===== config.mk =====
export PLATFORM = sky130hd
export DESIGN_NAME = axil_mem_slave
export DESIGN_NICKNAME = d
export VERILOG_FILES = /design/src/rtl/axil_mem_slave.sv
export SDC_FILE = /design/constraint.sdc
export NUM_CORES = 1
export LEC_CHECK = 0
export ABC_CLOCK_PERIOD_IN_PS = 1900
export BUFFER_PORTS_ARGS = -buffer_cell sky130_fd_sc_hd__buf_2
export CAP_MARGIN = 10
export CELL_PAD_IN_SITES_DETAIL_PLACEMENT = 0
export CELL_PAD_IN_SITES_GLOBAL_PLACEMENT = 1
export CORE_AREA = 4 4 108 110
export DETAILED_ROUTE_END_ITERATION = 7
export DIE_AREA = 0 0 112 114
export PLACE_DENSITY = 0.9
export SLEW_MARGIN = 20
export SYNTH_ARGS = -nofsm -noshare
export SYNTH_HDL_FRONTEND = slang
export SYNTH_SLANG_ARGS = --single-unit

===== constraint.sdc =====
create_clock -name clk -period 1.9 [get_ports clk]
set_clock_uncertainty 0.15 [all_clocks]
set_input_delay 0 -clock clk [delete_from_list [all_inputs] [get_ports clk]]
set_output_delay 0 -clock clk [all_outputs]
set_load 0.05 [all_outputs]

===== src/rtl/axil_mem_slave.sv =====
// AXI4-Lite responder that fronts a single-port synchronous word memory, one transaction at a time.
// Latency: write handshake to bvalid 1 cycle, read handshake to rvalid 2 cycles (1-cycle memory read).
// Backpressure: no readies while a response is outstanding; bvalid/rvalid held with stable data until accepted.
module axil_mem_slave #(
    parameter int unsigned ADDR_MEM_WIDTH = 10,
    parameter logic [31:0] MEM_BASE       = 32'h2000_0000,
    parameter logic [31:0] MEM_LENGTH     = 32'h1 << (ADDR_MEM_WIDTH + 2)
) (
    input  logic                      clk,
    input  logic                      nrst,

    input  logic [31:0]               awaddr,
    input  logic [2:0]                awprot,
    input  logic                      awvalid,
    output logic                      awready,

    input  logic [31:0]               wdata,
    input  logic [3:0]                wstrb,
    input  logic                      wvalid,
    output logic                      wready,

    output logic [1:0]                bresp,
    output logic                      bvalid,
    input  logic                      bready,

    input  logic [31:0]               araddr,
    input  logic [2:0]                arprot,
    input  logic                      arvalid,
    output logic                      arready,

    output logic [31:0]               rdata,
    output logic [1:0]                rresp,
    output logic                      rvalid,
    input  logic                      rready,

    output logic                      we_mem,
    output logic [3:0]                wstrb_mem,
    output logic [ADDR_MEM_WIDTH-1:0] addr_mem,
    output logic [31:0]               din_mem,
    input  logic [31:0]               dout_mem
);

    localparam logic [31:0] MEM_END     = MEM_BASE + MEM_LENGTH;
    localparam logic [1:0]  RESP_OKAY   = 2'b00;
    localparam logic [1:0]  RESP_SLVERR = 2'b10;
    localparam logic [31:0] RD_ERR_DATA = 32'hDEAD_BEEF;

    typedef enum logic [1:0] {
        IDLE   = 2'd0,
        B_RESP = 2'd1,
        R_WAIT = 2'd2,
        R_RESP = 2'd3
    } state_t;

    state_t state_q;
    state_t state_d;

    // Address decode for both channels; byte-lane bits [1:0] are simply dropped.
    logic [31:0]               aw_off;
    logic [31:0]               ar_off;
    logic                      aw_in_range;
    logic                      ar_in_range;
    logic [ADDR_MEM_WIDTH-1:0] aw_word;
    logic [ADDR_MEM_WIDTH-1:0] ar_word;

    assign aw_off      = awaddr - MEM_BASE;
    assign ar_off      = araddr - MEM_BASE;
    assign aw_in_range = (awaddr >= MEM_BASE) && (awaddr < MEM_END);
    assign ar_in_range = (araddr >= MEM_BASE) && (araddr < MEM_END);
    assign aw_word     = aw_off[ADDR_MEM_WIDTH+1:2];
    assign ar_word     = ar_off[ADDR_MEM_WIDTH+1:2];

    // Protection bits and the offset bits outside the word index carry no meaning here.
    logic unused_bits;
    assign unused_bits = ^{awprot, arprot, aw_off[1:0], ar_off[1:0],
                           aw_off[31:ADDR_MEM_WIDTH+2], ar_off[31:ADDR_MEM_WIDTH+2]};

    // Request arbitration in IDLE: AW and W must arrive together, and a write beats a read.
    logic wr_req;
    logic rd_req;

    assign wr_req = awvalid & wvalid;
    assign rd_req = arvalid & ~wr_req;

    // Latched read context and registered response fields.
    logic [ADDR_MEM_WIDTH-1:0] rd_addr_q;
    logic                      rd_in_range_q;
    logic [1:0]                bresp_q;
    logic [1:0]                rresp_q;
    logic [31:0]               rdata_q;

    assign bvalid = (state_q == B_RESP);
    assign rvalid = (state_q == R_RESP);
    assign bresp  = bresp_q;
    assign rresp  = rresp_q;
    assign rdata  = rdata_q;

    // Next-state, channel readies and memory port drive; everything quiet while reset is held.
    always_comb begin
        state_d   = state_q;
        awready   = 1'b0;
        wready    = 1'b0;
        arready   = 1'b0;
        we_mem    = 1'b0;
        wstrb_mem = 4'b0000;
        addr_mem  = '0;
        din_mem   = 32'h0;
        if (!nrst) begin
            case (state_q)
                IDLE: begin
                    awready = wr_req;
                    wready  = wr_req;
                    arready = rd_req;
                    if (wr_req) begin
                        if (aw_in_range) begin
                            we_mem    = 1'b1;
                            wstrb_mem = wstrb;
                            addr_mem  = aw_word;
                            din_mem   = wdata;
                        end
                        state_d = B_RESP;
                    end else if (rd_req) begin
                        addr_mem = ar_in_range ? ar_word : '0;
                        state_d  = R_WAIT;
                    end
                end
                B_RESP: begin
                    if (bready) begin
                        state_d = IDLE;
                    end
                end
                R_WAIT: begin
                    // Keep the address on the port so the memory output stays valid into the capture edge.
                    addr_mem = rd_addr_q;
                    state_d  = R_RESP;
                end
                R_RESP: begin
                    if (rready) begin
                        state_d = IDLE;
                    end
                end
                default: begin
                    state_d = IDLE;
                end
            endcase
        end
    end

    // State register with synchronous reset; a reset discards any pending response.
    always_ff @(posedge clk) begin
        if (nrst) begin
            state_q <= IDLE;
        end else begin
            state_q <= state_d;
        end
    end

    // Response and read-context registers, loaded at the handshake edge and in R_WAIT.
    always_ff @(posedge clk) begin
        if (nrst) begin
            bresp_q       <= RESP_OKAY;
            rresp_q       <= RESP_OKAY;
            rdata_q       <= 32'h0;
            rd_addr_q     <= '0;
            rd_in_range_q <= 1'b0;
        end else begin
            if (state_q == IDLE && wr_req) begin
                bresp_q <= aw_in_range ? RESP_OKAY : RESP_SLVERR;
            end
            if (state_q == IDLE && rd_req) begin
                rd_addr_q     <= ar_in_range ? ar_word : '0;
                rd_in_range_q <= ar_in_range;
            end
            if (state_q == R_WAIT) begin
                rdata_q <= rd_in_range_q ? dout_mem : RD_ERR_DATA;
                rresp_q <= rd_in_range_q ? RESP_OKAY : RESP_SLVERR;
            end
        end
    end

endmodule

* Word-level counts from Yosys, hierarchy flattened
Cells that the tools add are included.
** Storage, ports and cells
- Register bits :: 49
- Input bits :: 145
- Output and inout port bits :: 88
- Word-level logic and storage cells :: 57
** Operators by class
- Add/sub/neg operators :: 2
- Magnitude comparators :: 4
- Equal/unequal tests :: 6
- Muxes and demuxes :: 30
- Bitwise operators :: 3
- Reductions and logical operators :: 6
** Operator list (count)
- 32-bit 2-to-1 mux :: 5
- 32-bit by 30-bit >= comparator with 1-bit output (second input constant) :: 2
- 32-bit by 30-bit less-than comparator with 1-bit output (second input constant) :: 2
- 10-bit 2-to-1 mux :: 5
- 12-bit by 1-bit subtractor with 12-bit output (second input constant) :: 2
- 10-bit one-hot mux with 2 select lines :: 1
- 4-bit 2-to-1 mux :: 4
- 2-bit 2-to-1 mux :: 6
- 1-bit 2-to-1 mux :: 8
- 2-bit one-hot mux with 4 select lines :: 1
- 2-bit == test (second input constant) :: 2
- 1-bit logical AND :: 4
- 2-bit by 1-bit inequality test with 1-bit output (second input constant) :: 2
- 3-bit inequality test (second input constant) :: 1
- 3-bit AND reduction :: 1
- 1-bit bitwise AND :: 2
- 2-bit by 1-bit == test with 1-bit output (second input constant) :: 1
- 2-bit logical NOT :: 1
- 1-bit NOT :: 1

* Longest topological paths before layout
Gate-level depths: netlist of the first run.
- Depth in word-level cells :: 7
- Gate-level depth with buffers :: 7

* Worst setup path before layout of the first run
OpenSTA, ideal clock, no wires.
- Path kind :: reg-to-output
- From :: reg state_q[0]
- To :: out wready
- Data arrival time :: 2.176 ns
- Slack :: -0.426 ns
- Stages on the path, launching flop included :: 5
- Path through :: dfxtp_1 -> buf_2 -> or2_4 -> nor3_1 -> buf_4
** On the way
- Word-level cells in the longest chain between the ends :: 3
** Ends and longest elaborated chain
- from (decl) :: RTL line 55 : state_t state_q;
- from (signal assigned) :: RTL line 154 : state_q <= state_d;
- 2-bit logical NOT
- 1-bit 2-to-1 mux (2 in series)
- to (decl) :: RTL line 20 : output logic wready,
No other way between the ends.

* Worst setup path after layout of the first run
- From :: reg state_q[0]
- To :: out addr_mem[1]
** On the way
- Word-level cells in the longest chain between the ends :: 3
- Elaborated cells between the ends (all ways) :: 4
** Ends and longest elaborated chain
- 2-bit == test or 2-bit logical NOT (tied branches) :: RTL line 109 : case (state_q)
- 10-bit one-hot mux with 2 select lines * :: RTL line 109
- 10-bit 2-to-1 mux * :: RTL line 108 : if (!nrst) begin
- to (decl) :: RTL line 38 : output logic [ADDR_MEM_WIDTH-1:0] addr_mem,
Every way passes the cells marked *; elsewhere a longest branch is shown, timed or not.

==> results of run 1 <==
## sequential cells by signal, summed over array words and instances (netlist names)
name	flops
rdata	32
state_q	2
rd_addr_q	10
bresp	1
rresp	1
rd_in_range_q	1
## cells in the final DEF, fill, tap and decap left out, drive strengths merged, types with 2 or more instances in the layout
master and n:
a211oi 2, nor3b 24, nor3 25, nor4 6
dfxtp 47, inv 2, or2 2, buf 242
and2 37, clkbuf 9, nor2 33, nand2 29
dlygate4sd3 46, a21oi 20, or4 3, nand3 19
a31oi 10, nand4 10, conb 2, diode 3
## worst reg2reg max path, stage by stage (launching register included)
cell and delay, ns:
dfxtp_2 0.35, or2_4 0.27, nor4_4 0.20, buf_4 0.19, clkbuf_16 0.14, nand4_1 0.16, buf_4 0.19, a21oi_1 0.10
## how the worst max path moves through the flow
stage	slack (ns)	depth (start not counted)	start	to
after floorplan	-0.02	7	state_q[0]$_SDFFE_PP0P_	din_mem[25]
after global placement	0.03	6	state_q[0]$_SDFFE_PP0P_	addr_mem[2]
after detailed placement	-0.05	6	state_q[0]$_SDFFE_PP0P_	addr_mem[1]
after CTS	-0.25	6	state_q[1]$_SDFFE_PP0P_	din_mem[2]
after global routing	-0.34	7	state_q[0]$_SDFFE_PP0P_	addr_mem[0]
final	-0.25	7	state_q[0]$_SDFFE_PP0P_	addr_mem[1]
## cells by family (layout without fill, tap and decap cells)
group	Yosys count	count (layout)
AND/OR/NAND/NOR	195	195
buffers and inverters	33	299
other	1	5
AO/OA/AOI/OAI	35	35
flip-flops	47	47
multiplexers	1	1
## final cells by class
class,instances,area share [%]
Multi-Input combinational cell,233,31.14
Inverter,2,0.1519
Antenna cell,3,0.1519
Timing Repair Buffer,289,43.90
Sequential cell,47,19.09
Tap cell,140,3.544
Clock buffer,8,2.025
## power groups by stage
stage	Clock, uW	Combinational, uW	Sequential (uW)
3_5_place_dp	0	716	1110
3_3_place_gp	0	704	1110
2_1_floorplan	0	238	1310
5_1_grt	719	855	1100
4_1_cts	699	796	1090
6_report	654	800	1090
## metal layers
metal | up-vias | share of wire [%] | wire [um] | track usage [%]
li1 | 1607 | - | - | -
met1 | 1541 | 34 | 3982 | 16.68
met2 | 169 | 57 | 6622 | 35.73
met3 | 19 | 6.8 | 800 | 2.918
met4 | 0 | 2.4 | 275 | 6.651
met5 | - | 0 | 0 | 0
## repair_timing
action | CTS | global route
setup buffers | 5 | 2
endpoints found under the hold margin | 42 | 0
hold buffers | 46 | 0
pin swaps | 6 | 2
gates cloned | 0 | 1
gates resized for setup | 96 | 17
endpoints found under the setup margin | 47 | 52
## through the flow
stage | utilization [%] | power [uW] | hold WS (ns)
3_5_place_dp | 37.01 | 1826 | 0.1236
5_1_grt | 46.20 | 2669 | 0.03106
4_1_cts | 45.42 | 2584 | 0.03512
6_report | 46.20 | 2541 | 0.02795
3_3_place_gp | 37.01 | 1810 | 0.1122
2_1_floorplan | - | 1545 | 0.01756
## cell usage after synthesis, types with 5 or more instances
cell type / n
dfxtp_1: 47
and2_1: 37
nand2_1: 29
nor3b_1: 24
nor4_1: 5
a21oi_1: 20
nand4_1: 10
nand3_1: 19
a31oi_1: 10
nor3_1: 25
clkbuf_1: 15
buf_4: 8
nor2_1: 33
==> summary.txt, run 1 <==
Worst setup path
  • CP max stage delay: 0.35 ns
  • Arr. time, crit path: 2.00 ns
  • Crit path buffers/inverters: 3
  • Critical Path Sink Type: primary output
  • Kind of critical path: reg2out
  • CP required: 1.75 ns
  • Cell Chain, Critical Path: or2_4 > nor4_4 > buf_4 > buf_12 > nand4_1 > a31oi_4 > buf_6
  • FF-to-FF setup slack: 0.08 ns
  • Slowest CP cell: dfxtp_2
  • Family with the most delay on the worst path: simple AND/OR/NAND/NOR gates
  • Setup crit start kind: register
  • Worst reg2reg startpoint: state_q[0]$_SDFFE_PP0P_
  • Crit Path Max Fanout: 6
  • Crit Reg-Reg Endpoint: rd_addr_q[7]$_SDFFE_PP0P_
  • Worst-case reg-to-reg path depth: 7

Clock network
  • CTS Root Cell: clkbuf_8
  • Clock transition at path regs: 0.08 ns
  • CTS tree: yes
  • Clock sink total: 47
  • Clock tree buffer depth: 2
  • Number of CTS-inserted buffers: 5
  • Clock latency on the worst-skew pair: 0.29 ns
  • Depth of the CTS H-tree: 2

STA
  • Crit path time final: 2.150 ns
  • Final setup viols: 47
  • Final Hold Viols: 0
  • Fin crit share: 113.1%
  • Final count of pins violating max slew: 0
  • Final worst slack: -0.2498 ns
  • RSZ-0062 raised after global routing: true
  • Fmax: 465.2 MHz
  • Setup TNS: -8.793 ns

Synth
  • Prevailing post-synth register cell: dfxtp_1
  • Post-synth top area share: 38.72%
  • Synth cell types: 35
  • Synthesized cell area: 0.002430 mm2
  • Mux cell area share after synthesis: 0.4634%
  • Post-synthesis async set-or-reset flop share: 0%
  • Adder-Cell Fraction of Synth Area: 0%
  • Post-Syn Area per Cell: 7.788 um2
  • Xor/xnor share of the synthesized area: 0%
  • Post-Synth Simple-Gate Area: 45.11%
  • Compound-gate portion of the synthesized area: 8.445%
  • Largest area contributor in the netlist: dfxtp_1
  • Largest family of logic cells by synthesized area: simple AND/OR/NAND/NOR gates
  • Synthesized instance count: 312
  • Number of flops mapped to enable cells by yosys: 0
  • YS warnings: 0
  • Seq/Total Area, Yosys: 38.72%
  • Top post-synthesis cells by area: dfxtp_1 39%, and2_1 9.5%, nor3b_1 7.4%
  • Synthesized flop and latch total: 47

Global route
  • Largest net degree at the start of global routing: 38
  • Gr ovfl total: 0
  • GR Util All Layers: 17.23%
  • Vias in the first global route: 3,536
  • Global-route wire length before repair: 17,800 um
  • Initial antenna violation count: 3

Routing
  • DRC Markers: 0
  • DRT Wirelength: 11,680 um
  • First DRT Iteration DRCs: 158
  • Vias per cell: 4.620
  • Post-route ant nets: 0
  • Total number of vias: 3,336
  • Wire per inst: 16.18 um
  • First-pass DRT Iterations: 4

Pwr
  • Worst VDD drop: 0.3094 mV
  • Seq pwr share: 42.8%
  • Sw power: 854.7 uW
  • Sw frac: 33.64%
  • Pint: 1686 uW
  • Comb power frac: 31.5%
  • Clock Power Share: 25.8%
  • Leak: 0.002163 uW
  • PwrDens: 514.1 mW/mm2

Hold path
  • Worst hold path class: in2reg
  • Hold path depth: 4
  • Hold Startpoint: araddr[6]
  • Hold Path Sink: rd_addr_q[4]$_SDFFE_PP0P_

Place
  • Placed insts: 660
  • Hpwl dp: 8323 um
  • I/O Buffers: 220
  • Place WS: -0.05102 ns
  • Placer Congestion: 0.9460
  • Post-Place Cell Area: 0.003959 mm2

Finish
  • FILL cells: 980
  • Register Area: 943.4 um2
  • Final #Nets: 723
  • P&R area growth vs syn: 103.4%
  • Final Non-Filler Cells: 722
  • Layout cells sized above 1: 53.02%
  • Design Area, Final: 0.004942 mm2
  • Multi-input gate area: 0.001539 mm2

Die
  • Die extent in y: 114 um
  • Initial Utilization: 22.71%
  • Die width: 112 um
  • Standard-cell rows: 38
  • I/O Pins: 233
  • Core Region: 0.01070 mm2
  • Total die area: 0.01277 mm2

Status
  • Outcome: finished, violations left
  • Failing checks: negative setup slack

Run
  • Max-cap violations: 0
Note: power is estimated with default switching activity, not from simulation.
==> run 2: changes to the inputs <==
Settings changed: CORE_AREA 4 4 108 110 to 3 3 107 109, DIE_AREA 0 0 112 114 to 0 0 110 112, PLACE_DENSITY 0.9 to 0.87.
==> run 2 against run 1 <==
First-iteration DRC count fell by 22%. Die area fell by 3.5%. Largest cell class unchanged. Highest routed layer unchanged. The run still ends with negative setup slack left. Clock power barely moved. Critical path type unchanged.
==> summary.txt, run 2 (synthesis gave the netlist of run 1 again) <==
Worst setup path
  • Slowest CP cell: dfxtp_2
  • CP max stage delay: 0.35 ns (about the same)
  • Critical Path Sink Type: primary output
  • Kind of critical path: reg2out
  • Family with the most delay on the worst path: simple AND/OR/NAND/NOR gates
  • Crit Path Max Fanout: 18 (+12)
  • Crit path buffers/inverters: 2 (-1)
  • Cell Chain, Critical Path: nor4bb_4 > and4_4 > and3b_2 > clkbuf_16 > and2_2 > buf_8
  • CP required: 1.75 ns (about the same)
  • Setup crit start kind: register
  • Arr. time, crit path: 1.98 ns (-0.02 ns)

Die
  • I/O Pins: 233 (unchanged)
  • Standard-cell rows: 38 (unchanged)
  • Die width: 110 um (-1.8%)
  • Total die area: 0.01232 mm2 (-3.5%)
  • Initial Utilization: 22.71% (unchanged)
  • Die extent in y: 112 um (-1.8%)
  • Core Region: 0.01070 mm2 (unchanged)

Routing
  • DRC Markers: 0 (unchanged)
  • First DRT Iteration DRCs: 123 (-22%)
  • Post-route ant nets: 0 (unchanged)
  • Vias per cell: 4.632 (+0.24%)
  • First-pass DRT Iterations: 4 (unchanged)
  • Wire per inst: 15.25 um (-5.7%)
  • Total number of vias: 3,358 (+0.66%)
  • DRT Wirelength: 11,060 um (-5.3%)

Pwr
  • Worst VDD drop: 0.2576 mV (-17%)
  • Leak: 0.002188 uW (+1.2%)
  • Total Power: 2542 uW (about the same)
  • PwrDens: 511.1 mW/mm2 (-0.59%)

STA
  • Final Hold Viols: 0 (unchanged)
  • RSZ-0062 raised after global routing: true
  • Final setup viols: 48 (+2.1%)
  • Fmax: 470.4 MHz (+1.1%)
  • Fin crit share: 111.9% (-1.3 points)
  • Final worst slack: -0.2257 ns (+0.02411 ns)
  • Crit path time final: 2.126 ns (-0.02411 ns)
  • Final count of pins violating max slew: 0 (unchanged)

Clock network
  • Depth of the CTS H-tree: 2 (unchanged)
  • Clock transition at path regs: 0.08 ns (about the same)
  • Clock latency on the worst-skew pair: 0.29 ns (about the same)
  • Clock tree buffer depth: 2 (unchanged)
  • CTS Root Cell: clkbuf_8
  • Clock sink total: 47 (unchanged)
  • CTS tree: yes
  • Number of CTS-inserted buffers: 5 (unchanged)

Finish
  • Layout cells sized above 1: 54.19% (+1.2 points)
  • P&R area growth vs syn: 104.7%
  • Final #Nets: 729 (+0.83%)
  • Final Non-Filler Cells: 725 (+0.42%)
  • Commonest non-fill, non-tap cell in the layout: buf_2
  • Ant. Diodes: 0 (-3)
  • Most frequent cells in the layout: 172 x buf_2, 45 x dfxtp_1, 44 x dlygate4sd3_1
  • Multi-input gate area: 0.001554 mm2 (+0.98%)
  • Register Area: 945.9 um2 (+0.27%)
  • FILL cells: 1,016 (+3.7%)
  • Max reg flops: 32 (unchanged)
  • Final core occ: 46.50% (+0.30 points)

Run
  • Max-cap violations: 0 (unchanged)

Place
  • Hpwl dp: 7569 um (-9.1%)
  • Place WS: -0.07516 ns (-0.02414 ns)
  • I/O Buffers: 220 (unchanged)
  • Placer Congestion: 0.8062 (-15%)
  • Placed insts: 663 (+0.45%)

Global route
  • Vias in the first global route: 3,422 (-3.2%)
  • Gr ovfl total: 0 (unchanged)
  • Global-route wire length before repair: 16,110 um (-9.5%)
  • GR Util All Layers: 16.70% (-0.53 points)
  • Initial antenna violation count: 0 (-3)
  • Largest net degree at the start of global routing: 38 (unchanged)

Status
  • Failing checks: negative setup slack
  • Outcome: finished, violations left

Hold path
  • Worst hold path class: in2reg
[run 2: area by class of cell]
cell class	count	share of cell area, %
Inverter	2	0.1509
Sequential cell	47	19.01
Clock buffer	8	2.012
Multi-Input combinational cell	233	31.24
Timing Repair Buffer	295	44.06
Tap cell	140	3.521
[run 2: through the flow]
stage / TNS (ns) / area (um2) / hold slack [ns]
after global placement: 0 / 3924 / 0.1138
final: -8.851 / 4975 / 0.002713
after floorplan: -0.1792 / 2616 / 0.01756
after detailed placement: -0.2784 / 3924 / 0.1227
after CTS: -8.405 / 4831 / 0.0002680
after global routing: -14.18 / 4975 / 0.02681
[run 2: where the power goes]
group,switching (uW),internal (uW),total (uW)
registers,37.6,1050,1090
logic,497,305,802
clock network,321,333,653
[run 2: timing repair]
action | CTS | global route
pin swaps | 19 | 5
setup endpoints to repair | 48 | 53
hold buffers | 44 | 0
endpoints found under the hold margin | 41 | 0
gates cloned | 1 | 1
setup buffers | 6 | 2
resized for setup | 102 | 28
[run 2: worst paths after layout]
check	startpoint	to	slack, ns	cells past startpoint
worst max register to register	state_q[1]$_SDFFE_PP0P_	rd_addr_q[0]$_SDFFE_PP0P_	-0.11	8
worst max-delay path	state_q[1]$_SDFFE_PP0P_	din_mem[16]	-0.23	6
worst min register to register	rdata[24]$_SDFFE_PP0P_	rdata[24]$_SDFFE_PP0P_	0.31	2
worst min-delay path	arvalid	rd_in_range_q$_SDFFE_PP0P_	0.003	4
[run 2: routing by layer]
metal | share of wire (%) | GRT usage, %
met5 | 0 | 0
met4 | 3.5 | 7.398
met3 | 6.9 | 2.551
met2 | 57 | 33.98
met1 | 33 | 15.57
[run 2: worst reg2reg max path, stage by stage (launching register included)]
cell	delay, ns
dfxtp_2	0.35
or2_4	0.27
nor4_4	0.29
buf_4	0.21
nand4_1	0.16
buf_4	0.18
buf_4	0.12
buf_4	0.12
a21oi_1	0.10
==> run 3: changes to the inputs <==
Settings changed: ABC_AREA set to 1, CORE_AREA 3 3 107 109 to 3 3 111 113, DIE_AREA 0 0 110 112 to 0 0 114 116, PLACE_DENSITY 0.87 to 0.8, SKIP_LAST_GASP set to 1.
==> run 3 against run 2 <==
The run now ends clean. Clock power grew 37%. Worst setup slack improved by 0.25 ns. Utilization down 1.2 points. Die area increased by 7.3%. Highest routed layer unchanged.
==> summary.txt, run 3 <==
Status
  • Outcome: completed

Clock network
  • Clock latency on the worst-skew pair: 0.28 ns (about the same)
  • Depth of the CTS H-tree: 2 (unchanged)
  • Number of CTS-inserted buffers: 5 (unchanged)
  • Clock transition at path regs: 0.06 ns (-0.02 ns)
  • CTS tree: yes
  • CTS Root Cell: clkbuf_16
  • Clock tree buffer depth: 2 (unchanged)
  • Clock sink total: 47 (unchanged)

Global route
  • Gr ovfl total: 0 (unchanged)
  • Global-route wire length before repair: 16,460 um (+2.2%)
  • Initial antenna violation count: 0 (unchanged)
  • GR Util All Layers: 15.22% (-1.5 points)
  • Largest net degree at the start of global routing: 35 (-7.9%)
  • Vias in the first global route: 3,506 (+2.5%)

Pwr
  • PwrDens: 582.9 mW/mm2 (+14%)
  • Worst VDD drop: 0.3930 mV (+53%)
  • Leak: 0.002710 uW (+24%)

Run
  • Max-cap violations: 0 (unchanged)

Synth
  • Synthesized flop and latch total: 47 (unchanged)
  • Number of flops mapped to enable cells by yosys: 0 (unchanged)
  • Post-synthesis async set-or-reset flop share: 0% (unchanged)
  • Synthesized instance count: 406 (+30%)
  • YS warnings: 0 (unchanged)
  • Seq/Total Area, Yosys: 33.29% (-5.4 points)
  • Post-synth top area share: 33.29% (-5.4 points)
  • Post-Syn Area per Cell: 6.962 um2 (-11%)
  • Commonest cells post-synth: 69 x nand2_1, 67 x inv_1, 53 x nor2_1, 47 x dfxtp_1, 32 x nor2_4
  • Prevailing post-synth register cell: dfxtp_1
  • Top post-synthesis cells by area: dfxtp_1 33%, nor2_4 13%, nand2_1 9.2%
  • Most numerous cell in the Yosys netlist: nand2_1
  • Synthesized cell area: 0.002826 mm2 (+16%)
  • Largest area contributor in the netlist: dfxtp_1
  • Synth cell types: 29 (-17%)

Die
  • Standard-cell rows: 39 (+2.6%)
  • Core Region: 0.01142 mm2 (+6.7%)
  • Total die area: 0.01322 mm2 (+7.3%)
  • I/O Pins: 233 (unchanged)
  • Die width: 114 um (+3.6%)
  • Initial Utilization: 24.75% (+2.0 points)
  • Die extent in y: 116 um (+3.6%)

Worst setup path
  • Crit Path Max Fanout: 18 (unchanged)
  • Kind of critical path: reg2out
  • Arr. time, crit path: 1.72 ns (-0.26 ns)
  • CP required: 1.75 ns (about the same)
  • Worst-case reg-to-reg path depth: 6 (-2)
  • Setup crit start kind: register
  • Critical Path Sink Type: primary output

Finish
  • P&R area growth vs syn: 82.91%
  • Register Area: 944.7 um2 (-0.13%)
  • Final #Nets: 823 (+13%)
  • Most frequent cells in the layout: 174 x buf_2, 68 x nand2_1, 67 x inv_1
  • Ant. Diodes: 0 (unchanged)
  • FILL cells: 1,117 (+9.9%)
  • Max reg flops: 32 (unchanged)
  • Commonest non-fill, non-tap cell in the layout: buf_2
  • Layout cells sized above 1: 44.33% (-9.9 points)
  • Final core occ: 45.28% (-1.2 points)
  • Multi-input gate area: 0.001533 mm2 (-1.4%)

STA
  • RSZ-0062 raised after global routing: true
  • Crit path time final: 1.871 ns (-0.2545 ns)
  • Final setup viols: 0 (-100%)
  • Fmax: 534.4 MHz (+14%)
  • Fin crit share: 98.48% (-13 points)
  • Setup TNS: 0 ns (+8.851 ns)
  • Final count of pins violating max slew: 0 (unchanged)
  • Final Hold Viols: 0 (unchanged)

Place
  • Hpwl dp: 7903 um (+4.4%)
  • Placer Congestion: 0.7906 (-1.9%)
  • I/O Buffers: 220 (unchanged)

Routing
  • Total number of vias: 3,603 (+7.3%)
  • DRC Markers: 0 (unchanged)
  • Post-route ant nets: 0 (unchanged)
  • Vias per cell: 4.383 (-5.4%)
  • DRT Wirelength: 10,960 um (-0.86%)
  • Wire per inst: 13.34 um (-13%)
  • First-pass DRT Iterations: 4 (unchanged)
  • First DRT Iteration DRCs: 144 (+17%)

Hold path
  • Hold path depth: 7 (+3)
  • Worst hold path class: in2reg
[run 3: changes by cell type in the layout (fill, tap and decap cells not counted), moves of 9 or more]
cell | before | now
a31oi_4 | 9 | 0
and2_2 | 28 | 0
buf_4 | 26 | 14
buf_6 | 32 | 43
buf_8 | 18 | 5
inv_1 | 2 | 67
nand2_1 | 29 | 68
nor2_1 | 31 | 46
nor2_4 | 1 | 36
nor3b_1 | 24 | 0
o21ai_0 | 0 | 20
[run 3: cell type report]
class | count | area share [%]
well taps | 143 | 3.461
inverters | 70 | 5.397
clock buffers | 7 | 2.759
repair buffers | 285 | 39.76
repair inverters | 2 | 0.5324
multi-input cells | 267 | 29.65
flip-flops and latches | 47 | 18.27
clock inverters | 1 | 0.1694
[run 3: cells by family after synthesis]
kind of cell	synth area share, %
AOI/OAI and AO/OA	9.120
buffers and inverters	14.92
DFF	33.29
other	0.1327
and+or+nand+nor	42.54
[run 3: what timing repair did]
action                     CTS  global route
cloned                       2             1
buffers inserted             2             3
hold buffers                46             0
resized for setup           63            62
hold endpoints to repair    45             0
pin swaps                    2             5
setup endpoints to repair   46            48
[run 3: final timing paths]
path | startpoint | slack [ns] | to
hold / removal | awaddr[23] | 0.03 | bresp[1]$_SDFFE_PP0P_
setup / recovery | state_q[0]$_SDFFE_PP0P_ | 0.03 | din_mem[26]
hold reg to reg | rd_addr_q[5]$_SDFFE_PP0P_ | 0.31 | rd_addr_q[5]$_SDFFE_PP0P_
setup reg to reg | state_q[0]$_SDFFE_PP0P_ | 0.07 | state_q[1]$_SDFFE_PP0P_
[run 3: per-stage QoR]
stage          instances  setup slack (ns)  total power [uW]  hold WS (ns)  instance area, um2
2_1_floorplan        407          -0.06314              1709      -0.01084                2830
3_3_place_gp         760            0.1655              2016       0.07836                4066
3_5_place_dp         760           0.09592              2028       0.08372                4066
4_1_cts              818         -0.007499              3025       0.03722                4911
5_1_grt              822          -0.05827              3161       0.07595                5170
6_report             822           0.02884              3013       0.03470                5170
[run 3: critical path: stages, from the launching register on]
cell,delay [ns]
dfxtp_4,0.35
nor2_4,0.17
nand2_4,0.09
nor2_8,0.10
nand3_4,0.10
nor2_8,0.13
buf_12,0.13
inv_16,0.07
nor2_4,0.10
buf_6,0.16
[run 3: report_power, final]
group	switching, uW	internal, uW
clock	369	527
sequential	46.1	1080
combinational	659	336
[run 3: routing by layer]
layer | part of all wire, % | GRT usage (%) | up-vias
met5 | 0 | 0 | -
met2 | 56 | 30.87 | 138
met1 | 36 | 15.97 | 1657
li1 | - | - | 1796
met3 | 7.2 | 2.663 | 12
met4 | 1.3 | 3.880 | 0
